$ cat config.mk
export PLATFORM = sky130hd
export DESIGN_NAME = axi_rd_arbiter
export DESIGN_NICKNAME = d
export VERILOG_FILES = /design/src/rtl/axi_rd_arb_pkg.sv /design/src/rtl/axi_rd_arb_pick.sv /design/src/rtl/axi_rd_arbiter.sv
export SDC_FILE = /design/constraint.sdc
export NUM_CORES = 1
export LEC_CHECK = 0
export BUFFER_PORTS_ARGS = -buffer_cell sky130_fd_sc_hd__buf_4
export CORE_AREA = 2 2 98 100
export CTS_BUF_LIST = sky130_fd_sc_hd__clkbuf_8
export DETAILED_ROUTE_END_ITERATION = 10
export DIE_AREA = 0 0 100 102
export PLACE_DENSITY_LB_ADDON = 0.12
export SETUP_SLACK_MARGIN = 0.05
export SKIP_CTS_REPAIR_TIMING = 1
export SLEW_MARGIN = 40
export SYNTH_ARGS = -nofsm -noshare
export SYNTH_HDL_FRONTEND = slang
export SYNTH_SLANG_ARGS = --single-unit
$ cat constraint.sdc
create_clock -name clk_i -period 1.6 [get_ports clk_i]
set_input_delay 0 -clock clk_i [delete_from_list [all_inputs] [get_ports clk_i]]
set_output_delay 0 -clock clk_i [all_outputs]
set_load 0.02 [all_outputs]
$ cat src/rtl/axi_rd_arb_pkg.sv
`default_nettype none
// ============================================================================
//  Module      : axi_rd_arb_pkg
//  Description : Shared types and constants for the two-master AXI4 read
//                arbiter (FSM state encoding, held AR request, burst codes).
//  Revision    : 1.0 - initial release
// ============================================================================
package axi_rd_arb_pkg;

    // Arbiter FSM states
    typedef enum logic [1:0] {
        IDLE = 2'd0,
        ADDR = 2'd1,
        DATA = 2'd2
    } state_e;

    // Width of the address held in ar_req_t; must be at least the top ADDR_W
    localparam int AR_ADDR_W = 32;

    // AXI4 burst type encodings
    localparam logic [1:0] AXI_BURST_FIXED = 2'b00;
    localparam logic [1:0] AXI_BURST_INCR  = 2'b01;
    localparam logic [1:0] AXI_BURST_WRAP  = 2'b10;

    // AR channel fields captured from the winning master
    typedef struct packed {
        logic [AR_ADDR_W-1:0] addr;
        logic [7:0]           len;
        logic [2:0]           size;
        logic [1:0]           burst;
    } ar_req_t;

endpackage : axi_rd_arb_pkg
`default_nettype wire

$ cat src/rtl/axi_rd_arb_pick.sv
`default_nettype none
// ============================================================================
//  Module      : axi_rd_arb_pick
//  Description : Combinational two-way pick. Returns a one-hot winner from
//                the request vector using either fixed m0 priority with a
//                starvation override, or round-robin on a pointer.
//  Revision    : 1.0 - initial release
// ============================================================================
module axi_rd_arb_pick (
    input  logic [1:0] req,      // {m1, m0} pending AR requests
    input  logic       prio_m0,  // 1: m0 priority mode, 0: round-robin
    input  logic       starve,   // m1 has waited the maximum number of grants
    input  logic       rr_ptr,   // round-robin preference: 0 = m0, 1 = m1
    output logic [1:0] gnt       // one-hot winner, zero when nothing pending
);

    // Resolve the winner; contention is the only case needing a policy
    always_comb begin
        gnt = 2'b00;
        case (req)
            2'b01:   gnt = 2'b01;
            2'b10:   gnt = 2'b10;
            2'b11: begin
                if (prio_m0) begin
                    gnt = starve ? 2'b10 : 2'b01;
                end else begin
                    gnt = rr_ptr ? 2'b10 : 2'b01;
                end
            end
            default: gnt = 2'b00;
        endcase
    end

endmodule : axi_rd_arb_pick
`default_nettype wire

$ cat src/rtl/axi_rd_arbiter.sv
`default_nettype none
// ============================================================================
//  Module      : axi_rd_arbiter
//  Description : Two-master AXI4 read-channel arbiter in front of a single
//                read-only framebuffer slave. One transaction outstanding at
//                a time. m0 = video scanout, m1 = CPU/bus bridge.
//                Optional macro AXI_RD_ARB_PERFCNT_EN adds grant and stall
//                performance counters.
//  Revision    : 1.0 - initial release
// ============================================================================
module axi_rd_arbiter
    import axi_rd_arb_pkg::*;
#(
    parameter int ADDR_W   = 32,
    parameter int DATA_W   = 32,
    parameter int PRIO_M0  = 1,
    parameter int MAX_WAIT = 4
) (
    input  logic              clk_i,
    input  logic              rst_ni,
    // master 0
    input  logic              m0_axi_arvalid,
    output logic              m0_axi_arready,
    input  logic [ADDR_W-1:0] m0_axi_araddr,
    input  logic [7:0]        m0_axi_arlen,
    input  logic [2:0]        m0_axi_arsize,
    input  logic [1:0]        m0_axi_arburst,
    output logic              m0_axi_rvalid,
    input  logic              m0_axi_rready,
    output logic              m0_axi_rlast,
    output logic [DATA_W-1:0] m0_axi_rdata,
    output logic [1:0]        m0_axi_rresp,
    // master 1
    input  logic              m1_axi_arvalid,
    output logic              m1_axi_arready,
    input  logic [ADDR_W-1:0] m1_axi_araddr,
    input  logic [7:0]        m1_axi_arlen,
    input  logic [2:0]        m1_axi_arsize,
    input  logic [1:0]        m1_axi_arburst,
    output logic              m1_axi_rvalid,
    input  logic              m1_axi_rready,
    output logic              m1_axi_rlast,
    output logic [DATA_W-1:0] m1_axi_rdata,
    output logic [1:0]        m1_axi_rresp,
    // slave
    output logic              s_axi_arvalid,
    output logic [ADDR_W-1:0] s_axi_araddr,
    output logic [7:0]        s_axi_arlen,
    output logic [2:0]        s_axi_arsize,
    output logic [1:0]        s_axi_arburst,
    input  logic              s_axi_arready,
    input  logic              s_axi_rvalid,
    input  logic              s_axi_rlast,
    input  logic [DATA_W-1:0] s_axi_rdata,
    input  logic [1:0]        s_axi_rresp,
    output logic              s_axi_rready,
    // observe
    output logic [1:0]        grant_o
`ifdef AXI_RD_ARB_PERFCNT_EN
    ,
    output logic [31:0]       perf_gnt0_o,
    output logic [31:0]       perf_gnt1_o,
    output logic [31:0]       perf_stall_o
`endif
);

    localparam logic [1:0] S_IDLE = IDLE;
    localparam logic [1:0] S_ADDR = ADDR;
    localparam logic [1:0] S_DATA = DATA;

    localparam logic           PRIO_EN  = (PRIO_M0 != 0);
    localparam int             CNT_W    = (MAX_WAIT < 1) ? 1 : $clog2(MAX_WAIT + 1);
    localparam logic [CNT_W-1:0] WAIT_MAX = CNT_W'(MAX_WAIT);

    logic [1:0]       state_q;
    logic [1:0]       grant_q;
    ar_req_t          hold_q;
    ar_req_t          sel_req;
    logic [CNT_W-1:0] waitcnt_q;
    logic             rr_ptr_q;
    logic [1:0]       req;
    logic [1:0]       pick_gnt;
    logic             starve;
    logic             arb_fire;
    logic             ar_hs;
    logic             r_done;

    assign req      = {m1_axi_arvalid, m0_axi_arvalid};
    assign starve   = (waitcnt_q == WAIT_MAX);
    assign arb_fire = (state_q == S_IDLE) && (|req);
    assign ar_hs    = (state_q == S_ADDR) && s_axi_arready;
    assign r_done   = (state_q == S_DATA) && s_axi_rvalid && s_axi_rready && s_axi_rlast;

    axi_rd_arb_pick u_pick (
        .req     (req),
        .prio_m0 (PRIO_EN),
        .starve  (starve),
        .rr_ptr  (rr_ptr_q),
        .gnt     (pick_gnt)
    );

    // Select the AR fields of the master the picker chose
    always_comb begin
        sel_req       = '0;
        sel_req.addr  = AR_ADDR_W'(pick_gnt[1] ? m1_axi_araddr : m0_axi_araddr);
        sel_req.len   = pick_gnt[1] ? m1_axi_arlen   : m0_axi_arlen;
        sel_req.size  = pick_gnt[1] ? m1_axi_arsize  : m0_axi_arsize;
        sel_req.burst = pick_gnt[1] ? m1_axi_arburst : m0_axi_arburst;
    end

    // Main FSM: registered grant in IDLE, address hand-off, data pass-through
    always_ff @(posedge clk_i or negedge rst_ni) begin
        if (!rst_ni) begin
            state_q <= S_IDLE;
            grant_q <= 2'b00;
            hold_q  <= '0;
        end else begin
            case (state_q)
                S_IDLE: begin
                    if (arb_fire) begin
                        state_q <= S_ADDR;
                        grant_q <= pick_gnt;
                        hold_q  <= sel_req;
                    end
                end
                S_ADDR: begin
                    if (ar_hs) begin
                        state_q <= S_DATA;
                    end
                end
                S_DATA: begin
                    // Returning to IDLE here forces one idle cycle before the next AR
                    if (r_done) begin
                        state_q <= S_IDLE;
                        grant_q <= 2'b00;
                    end
                end
                default: begin
                    state_q <= S_IDLE;
                    grant_q <= 2'b00;
                end
            endcase
        end
    end

    // Fairness state: starvation counter for m1 and round-robin pointer
    always_ff @(posedge clk_i or negedge rst_ni) begin
        if (!rst_ni) begin
            waitcnt_q <= '0;
            rr_ptr_q  <= 1'b0;
        end else if (arb_fire) begin
            // After an m0 grant prefer m1 next, and vice versa
            rr_ptr_q <= pick_gnt[0];
            if (pick_gnt[1]) begin
                waitcnt_q <= '0;
            end else if (m1_axi_arvalid && (waitcnt_q != WAIT_MAX)) begin
                waitcnt_q <= waitcnt_q + 1'b1;
            end
        end
    end

    // Slave AR channel driven from the holding register
    assign s_axi_arvalid  = (state_q == S_ADDR);
    assign s_axi_araddr   = ADDR_W'(hold_q.addr);
    assign s_axi_arlen    = hold_q.len;
    assign s_axi_arsize   = hold_q.size;
    assign s_axi_arburst  = hold_q.burst;

    // Master arready mirrors the slave handshake for the owner only
    assign m0_axi_arready = ar_hs && grant_q[0];
    assign m1_axi_arready = ar_hs && grant_q[1];

    // R channel: ready from owner, valid to owner only, payload broadcast
    assign s_axi_rready   = (state_q == S_DATA) &&
                            ((grant_q[0] && m0_axi_rready) || (grant_q[1] && m1_axi_rready));
    assign m0_axi_rvalid  = (state_q == S_DATA) && grant_q[0] && s_axi_rvalid;
    assign m1_axi_rvalid  = (state_q == S_DATA) && grant_q[1] && s_axi_rvalid;
    assign m0_axi_rlast   = s_axi_rlast;
    assign m1_axi_rlast   = s_axi_rlast;
    assign m0_axi_rdata   = s_axi_rdata;
    assign m1_axi_rdata   = s_axi_rdata;
    assign m0_axi_rresp   = s_axi_rresp;
    assign m1_axi_rresp   = s_axi_rresp;

    assign grant_o        = grant_q;

`ifdef AXI_RD_ARB_PERFCNT_EN
    logic [31:0] perf_gnt0_q;
    logic [31:0] perf_gnt1_q;
    logic [31:0] perf_stall_q;
    logic [1:0]  stall_vec;

    // A master stalls when it requests but neither owns nor is being granted
    always_comb begin
        stall_vec = req & ~grant_q & ~(arb_fire ? pick_gnt : 2'b00);
    end

    // Free-running wrapping counters of grants and stalled request cycles
    always_ff @(posedge clk_i or negedge rst_ni) begin
        if (!rst_ni) begin
            perf_gnt0_q  <= '0;
            perf_gnt1_q  <= '0;
            perf_stall_q <= '0;
        end else begin
            if (arb_fire) begin
                perf_gnt0_q <= perf_gnt0_q + {31'b0, pick_gnt[0]};
                perf_gnt1_q <= perf_gnt1_q + {31'b0, pick_gnt[1]};
            end
            perf_stall_q <= perf_stall_q + {31'b0, stall_vec[0]} + {31'b0, stall_vec[1]};
        end
    end

    assign perf_gnt0_o  = perf_gnt0_q;
    assign perf_gnt1_o  = perf_gnt1_q;
    assign perf_stall_o = perf_stall_q;
`endif

endmodule : axi_rd_arbiter
`default_nettype wire

==> impl_metrics.py, run 1 <==
metrics = {
    "outcome": {
        "status": "finished, violations left",
        "violations": "negative hold slack",
    },
    "worst_hold_path": {
        "min_path_type": "input pin to flop",
    },
    "timing": {
        "fmax_mhz": 663.8,
        "period_needed_ns": 1.507,
        "fin_hold_ws_ns": -0.02189,
        "totalNegativeSetupSlack_ns": 0,
        "rsz0062_at_grt": "false",
        "fin_skew_ns": 0.01195,
        "worst_slew_pin_slew_ns": 0.7041,
        "setup_viol": 0,
        "finalCritPeriodShare": 0.9416,
        "hold_violations": 11,
        "setup_slack_ns": 0.09348,
        "slew_headroom": 0.5306,
        "slew_viol_final": 0,
    },
    "floorplanning": {
        "start_util": 0.3924,
        "fp.dieH_um": 102,
        "die_w_um": 100,
        "dieArea_um2": 10200,
        "io_pins": 256,
        "rows": 35,
        "core_area_um2": 9109,
    },
    "placed_design": {
        "dp.cells": 554,
        "portBuffers": 153,
        "dp_hpwl_um": 7100,
        "gp_congestion": 0.7538,
        "place_ws_ns": -0.1399,
    },
    "yosys": {
        "synth_top_area_share": 0.3640,
        "ys_warn_count": 0,
        "synth_top_area_cell": "dfrtp_1",
        "postSynthAreaPerCell_um2": 9.358,
        "syn_nets": 517,
        "syn_area_um2": 3575,
        "synth_area_leaders": "dfrtp_1 36%, buf_4 15%, o211ai_2 14%",
        "ys_types": 33,
        "ys_seq_area_frac": 0.3640,
        "ys_ff_latch": 52,
        "synth_cells": 382,
    },
    "worst_setup_path": {
        "worstPathMaxFanout": 12,
        "crit_chain": "inv_1, ha_2, a21bo_4, and2_4, clkbuf_16, o211ai_2",
        "path_class": "flop to flop",
        "startpoint_type": "flop",
        "reg2reg_from": "waitcnt_q[0]$_DFFE_PN0P_",
        "critPathSlowestCell": "dfrtp_1",
        "ff2ff_setup_slack_ns": 0.09,
        "crit_end": "s_axi_arlen[7]$_DFFE_PN0P_",
        "r2r_cells": 6,
        "critPathMaxStageDelay_ns": 0.39,
        "crit_arrival_ns": 1.70,
        "endpoint_kind": "flop",
        "r2r-end": "s_axi_arlen[7]$_DFFE_PN0P_",
        "timing.critical_path.required_ns": 1.80,
        "startpoint": "waitcnt_q[0]$_DFFE_PN0P_",
    },
    "layout": {
        "finalNonFillerCells": 643,
        "n_antenna_cell": 0,
        "fin_util": 0.5794,
        "fillCellCount": 789,
        "drive_gt1_frac": 0.4323,
        "final_nets": 666,
        "area_growth_syn_to_layout_pct": 47.64,
    },
    "clocking": {
        "clock_latency_ns": 0.31,
        "clock-sinks": 52,
        "numCtsBuffers": 5,
        "cts_tree": "built",
        "clock_path_buffers": 2,
        "htreeDepth": 2,
        "clockRootBuffer": "clkbuf_8",
        "clkTransAtPathRegs_ns": 0.10,
    },
    "grt": {
        "grt_remaining_overflow": 0,
        "antenna_found_initial": 0,
        "grt_util_all_layers": 0.1906,
        "grt_pass1_vias": 3241,
        "grt_pass1_wl_um": 15740,
        "grt_max_degree": 61,
    },
    "detailed_routing": {
        "first_pass_iters": 6,
        "wl_per_cell_um": 18.37,
        "ant_nets": 0,
        "drt_iter0_drc": 183,
        "via_per_inst": 5.613,
        "num_vias": 3609,
        "drc": 0,
        "drt_wl_total_um": 11810,
    },
    "power_and_ir_drop": {
        "max-vdd-ir-drop_mv": 0.6889,
        "power.leakage_nw": 2.407,
        "power_density_nw_per_um2": 1523,
    },
    "job": {
        "cap_viol_max_count": 0,
    },
}
==> sequential cells by signal, summed over array words and instances, names as in the netlist <==
name / cells
grant_o: 2
state_q: 2
s_axi_arsize: 3
s_axi_arlen: 8
waitcnt_q: 3
s_axi_arburst: 2
s_axi_araddr: 32
==> cells in the mapped netlist <==
cell type and n:
a21oi_1 1, and2_1 1, o21bai_1 1, nor2_2 1, buf_1 4, o22ai_1 1, or3b_1 1, mux2_2 1
dfrtp_1 52, a21bo_2 1, buf_2 15, o221ai_1 1, o21ai_1 37, ha_1 2, a221oi_2 1, nor2b_1 2
nand3_1 46, inv_1 4, a22o_1 1, buf_6 5, o21ai_0 11, buf_4 72, a22oi_1 1, o211ai_2 40
o211ai_1 7, nand4_1 46, and3_1 4, nand2_1 3, nor3_1 1, nor3b_1 1, or2_1 2, nor2_1 2
clkbuf_1 14
==> worst min path at each step <==
stage / from / to / slack (ns) / cells past startpoint
after floorplan: rst_ni / grant_o[0]$_DFFE_PN0P_ / -0.30 / 0
after global placement: s_axi_rdata[11] / m0_axi_rdata[11] / 0.0002 / 0
after detailed placement: s_axi_rdata[11] / m0_axi_rdata[11] / 0.0002 / 0
after CTS: rst_ni / s_axi_arsize[2]$_DFFE_PN0P_ / -0.25 / 1
after global routing: s_axi_rdata[8] / m0_axi_rdata[8] / 0.00004 / 0
final: m1_axi_araddr[22] / s_axi_araddr[22]$_DFFE_PN0P_ / -0.02 / 3
==> through the flow <==
step                      area [µm²]  power (mW)
after global routing            5278       8.536
after detailed placement        4309       6.990
final                           5278       8.039
after global placement          4309       6.918
after CTS                       4403       7.806
after floorplan                 3575       5.443
==> worst max-delay path, delay by kind of cell (launching register included) <==
kind | cells | cell delay [ns]
DFF | 1 | 0.39
buffers and inverters | 2 | 0.29
AOI/OAI and AO/OA | 2 | 0.26
and+or+nand+nor | 1 | 0.25
adders and majority gates | 1 | 0.19
==> logic make-up (layout without fill, tap and decap cells) <==
logic type,after synthesis,count (layout),synth area share
AOI/OAI and AO/OA,103,103,0.2412
adders and majority gates,2,2,0.006999
buffers and inverters,114,264,0.2111
DFF,52,52,0.3640
muxes,1,1,0.003150
and+or+nand+nor,110,110,0.1736
==> power by group <==
part | leakage, nW | switching (mW) | internal (mW)
clock | 0.0486 | 0.460 | 0.347
sequential | 0.640 | 0.441 | 1.95
combinational | 1.72 | 2.72 | 2.12
total | 2.41 | 3.62 | 4.42
==> placed cells by master, fill, tap and decap left out, types with 2 or more instances in the layout <==
cell type      synthesis  final
nor2_4                 0      2
inv_1                  4      5
o211ai_2              40     40
o21ai_0               11     10
o21ai_1               37     38
nand4_1               46     46
nand3_1               46     46
and3_1                 4      4
nand2_1                3      3
o211ai_1               7      7
buf_12                 0      4
dfrtp_1               52     52
dlygate4sd3_1          0     78
clkbuf_16              0      2
clkbuf_8               0      6
buf_4                 72    166
==> routing by layer <==
layer,global-route usage,share of wire,vias up
met5,0,0,-
met4,0.05901,0.013,0
met3,0.03762,0.068,21
met2,0.3285,0.51,193
met1,0.2435,0.41,1750
li1,-,-,1645
==> area by class of cell <==
class                           instances  area, µm²  share of cell area
Clock buffer                            6      82.58             0.01565
Clock inverter                          2      11.26            0.002134
Inverter                                4      15.01            0.002845
Multi-Input combinational cell        216       1545              0.2928
Sequential cell                        52       1301              0.2466
Tap cell                              111      138.9             0.02632
Timing Repair Buffer                  252       2183              0.4137
Power figures use the tool's default switching activity.
==> inputs of run 2 (changes only) <==
--- a/config.mk
+++ b/config.mk
@@ -10,7 +10,7 @@
 export CTS_BUF_LIST = sky130_fd_sc_hd__clkbuf_8
 export DETAILED_ROUTE_END_ITERATION = 10
 export DIE_AREA = 0 0 100 102
-export PLACE_DENSITY_LB_ADDON = 0.12
+export PLACE_DENSITY = 0.82
 export SETUP_SLACK_MARGIN = 0.05
 export SKIP_CTS_REPAIR_TIMING = 1
 export SLEW_MARGIN = 40
==> run 2 against run 1 <==
Die area stayed put. Register-to-register slack about the same. Worst hold slack worse by 0.0015 ns. Routed wire length rose by 1.4%. Design area fell by 4.3%. Largest cell class unchanged. Cell count shrank 4.2%. Worst setup slack improved by 0.00091 ns. Critical path type unchanged. The flow still finishes with violations (negative hold slack). Maximum frequency hardly changed. Power rose by 1.5%. First-iteration DRC count shrank 26%.
==> impl_metrics.py, run 2 (synthesized netlist as in run 1, its figures left out) <==
metrics = {
    "worst_setup_path": {
        "timing.critical_path.required_ns": 1.82,
        "endpoint_kind": "flop",
        "path_class": "flop to flop",
        "crit_arrival_ns": 1.72,
        "worstPathMaxFanout": 6,
        "startpoint_type": "flop",
    },
    "outcome": {
        "violations": "negative hold slack",
        "status": "finished, violations left",
    },
    "timing": {
        "rsz0062_at_grt": "true",
        "hold_violations": 18,
        "fin_skew_ns": 0.01362,
        "fin_hold_ws_ns": -0.02342,
        "fmax_mhz": 664.2,
        "slew_viol_final": 0,
        "slew_headroom": 0.5413,
        "worst_slew_pin_slew_ns": 0.6881,
        "period_needed_ns": 1.506,
        "finalCritPeriodShare": 0.9410,
        "setup_viol": 0,
    },
    "floorplanning": {
        "fp.dieH_um": 102,
        "dieArea_um2": 10200,
        "start_util": 0.3924,
        "io_pins": 256,
        "die_w_um": 100,
        "rows": 35,
        "core_area_um2": 9109,
    },
    "power_and_ir_drop": {
        "seqPwrFrac": 0.289,
        "power_mw": 8.161,
        "power.leakage_nw": 2.301,
        "max-vdd-ir-drop_mv": 1.189,
        "p_sw_frac": 0.4440,
        "p_int_mw": 4.538,
        "clockPowerShare": 0.111,
        "pwr-share-comb": 0.599,
        "power.switching_mw": 3.623,
        "power_density_nw_per_um2": 1615,
    },
    "layout": {
        "largest_reg_flops": 32,
        "finalNonFillerCells": 616,
        "layout_commonest_cell": "buf_4",
        "area_growth_syn_to_layout_pct": 41.34,
        "fin_util": 0.5547,
        "final_nets": 639,
        "drive_gt1_frac": 0.4554,
        "n_antenna_cell": 0,
        "layout_common_cells": "162 x buf_4, 55 x dlygate4sd3_1, 52 x dfrtp_1, 46 x nand3_1, 46 x nand4_1",
        "fillCellCount": 784,
    },
    "clocking": {
        "clkTransAtPathRegs_ns": 0.10,
        "numCtsBuffers": 5,
        "clock_latency_ns": 0.31,
        "cts_tree": "built",
        "clockRootBuffer": "clkbuf_8",
        "clock_path_buffers": 2,
        "htreeDepth": 2,
        "clock-sinks": 52,
    },
    "job": {
        "cap_viol_max_count": 0,
    },
    "detailed_routing": {
        "drt_iter0_drc": 136,
        "first_pass_iters": 4,
        "drt_wl_total_um": 11970,
        "drc": 0,
        "num_vias": 3528,
        "ant_nets": 0,
        "via_per_inst": 5.727,
        "wl_per_cell_um": 19.44,
    },
    "grt": {
        "grt_util_met2": 0.3488,
        "grt_pass1_wl_um": 16140,
        "grt_remaining_overflow": 0,
        "grt_max_degree": 71,
        "grt-busiest-layer": "met2",
        "use_met3": 0.04583,
        "grt_util_all_layers": 0.1953,
        "grt_pass1_vias": 3318,
        "met1_usage": 0.2404,
        "antenna_found_initial": 0,
    },
    "placed_design": {
        "dp.cells": 548,
        "portBuffers": 153,
        "dp_hpwl_um": 7248,
        "gp_congestion": 0.7636,
    },
    "worst_hold_path": {
        "min_path_type": "input pin to flop",
    },
}
## run 2: changes by cell type in the layout (fill, tap and decap cells not counted), sizes merged
cell	delta
clkbuf	-1
buf	-4
dlygate4sd3	-23
bufinv	+1
inv	-1
clkinv	+1
## run 2: worst max-delay path, stage by stage, from the launching register on
cell      delay, ns
dfrtp_1        0.40
inv_2          0.06
ha_4           0.16
a21bo_4        0.21
and2_4         0.21
buf_4          0.15
a221oi_2       0.22
## run 2: worst paths after layout
path                                             start                      endpoint  slack (ns)  cells past startpoint
max reg2reg                   waitcnt_q[1]$_DFFE_PN0P_        grant_o[0]$_DFFE_PN0P_        0.09                      6
min                                  m1_axi_araddr[15]  s_axi_araddr[15]$_DFFE_PN0P_       -0.02                      3
min reg2reg                s_axi_araddr[7]$_DFFE_PN0P_   s_axi_araddr[7]$_DFFE_PN0P_        0.51                      2
max                           waitcnt_q[1]$_DFFE_PN0P_        grant_o[0]$_DFFE_PN0P_        0.09                      6
max in group asynchronous                       rst_ni        grant_o[1]$_DFFE_PN0P_        0.86                      2
min in group asynchronous                       rst_ni    s_axi_arlen[5]$_DFFE_PN0P_        0.27                      2
## run 2: metrics by stage
stage | hold WS [ns] | worst slack [ns] | TNS [ns] | cell area [µm²]
global placement | 0.0002111 | -0.06704 | -0.06704 | 4277
detailed placement | 0.0002111 | -0.1182 | -0.1760 | 4279
floorplan | -0.2956 | 0.1260 | 0 | 3575
global route | -0.003710 | 0.03642 | 0 | 5052
finish | -0.02342 | 0.09439 | 0 | 5052
CTS | -0.2536 | -0.1408 | -0.7077 | 4390
## run 2: area by class of cell
cell class              count  area [µm²]  share of cell area
clock buffers               5       68.82             0.01362
flip-flops and latches     52        1301              0.2576
inverters                   4       15.01            0.002972
repair buffers            225        1928              0.3816
multi-input cells         216        1558              0.3083
clock inverters             3       42.54            0.008420
well taps                 111       138.9             0.02749
## run 2: power groups by stage
| stage | logic (mW) | registers, mW | clock network (mW) |
|---|---|---|---|
| floorplan | 2.41 | 3.03 | 0 |
| global placement | 4.53 | 2.34 | 0 |
| detailed placement | 4.67 | 2.36 | 0 |
| CTS | 4.68 | 2.35 | 0.939 |
| global route | 5.26 | 2.44 | 0.988 |
| finish | 4.89 | 2.36 | 0.907 |
## run 2: metal layers
layer	share of wire	wire length, µm
met1	0.40	4743
met2	0.52	6202
met3	0.072	865
met4	0.014	163
met5	0	0
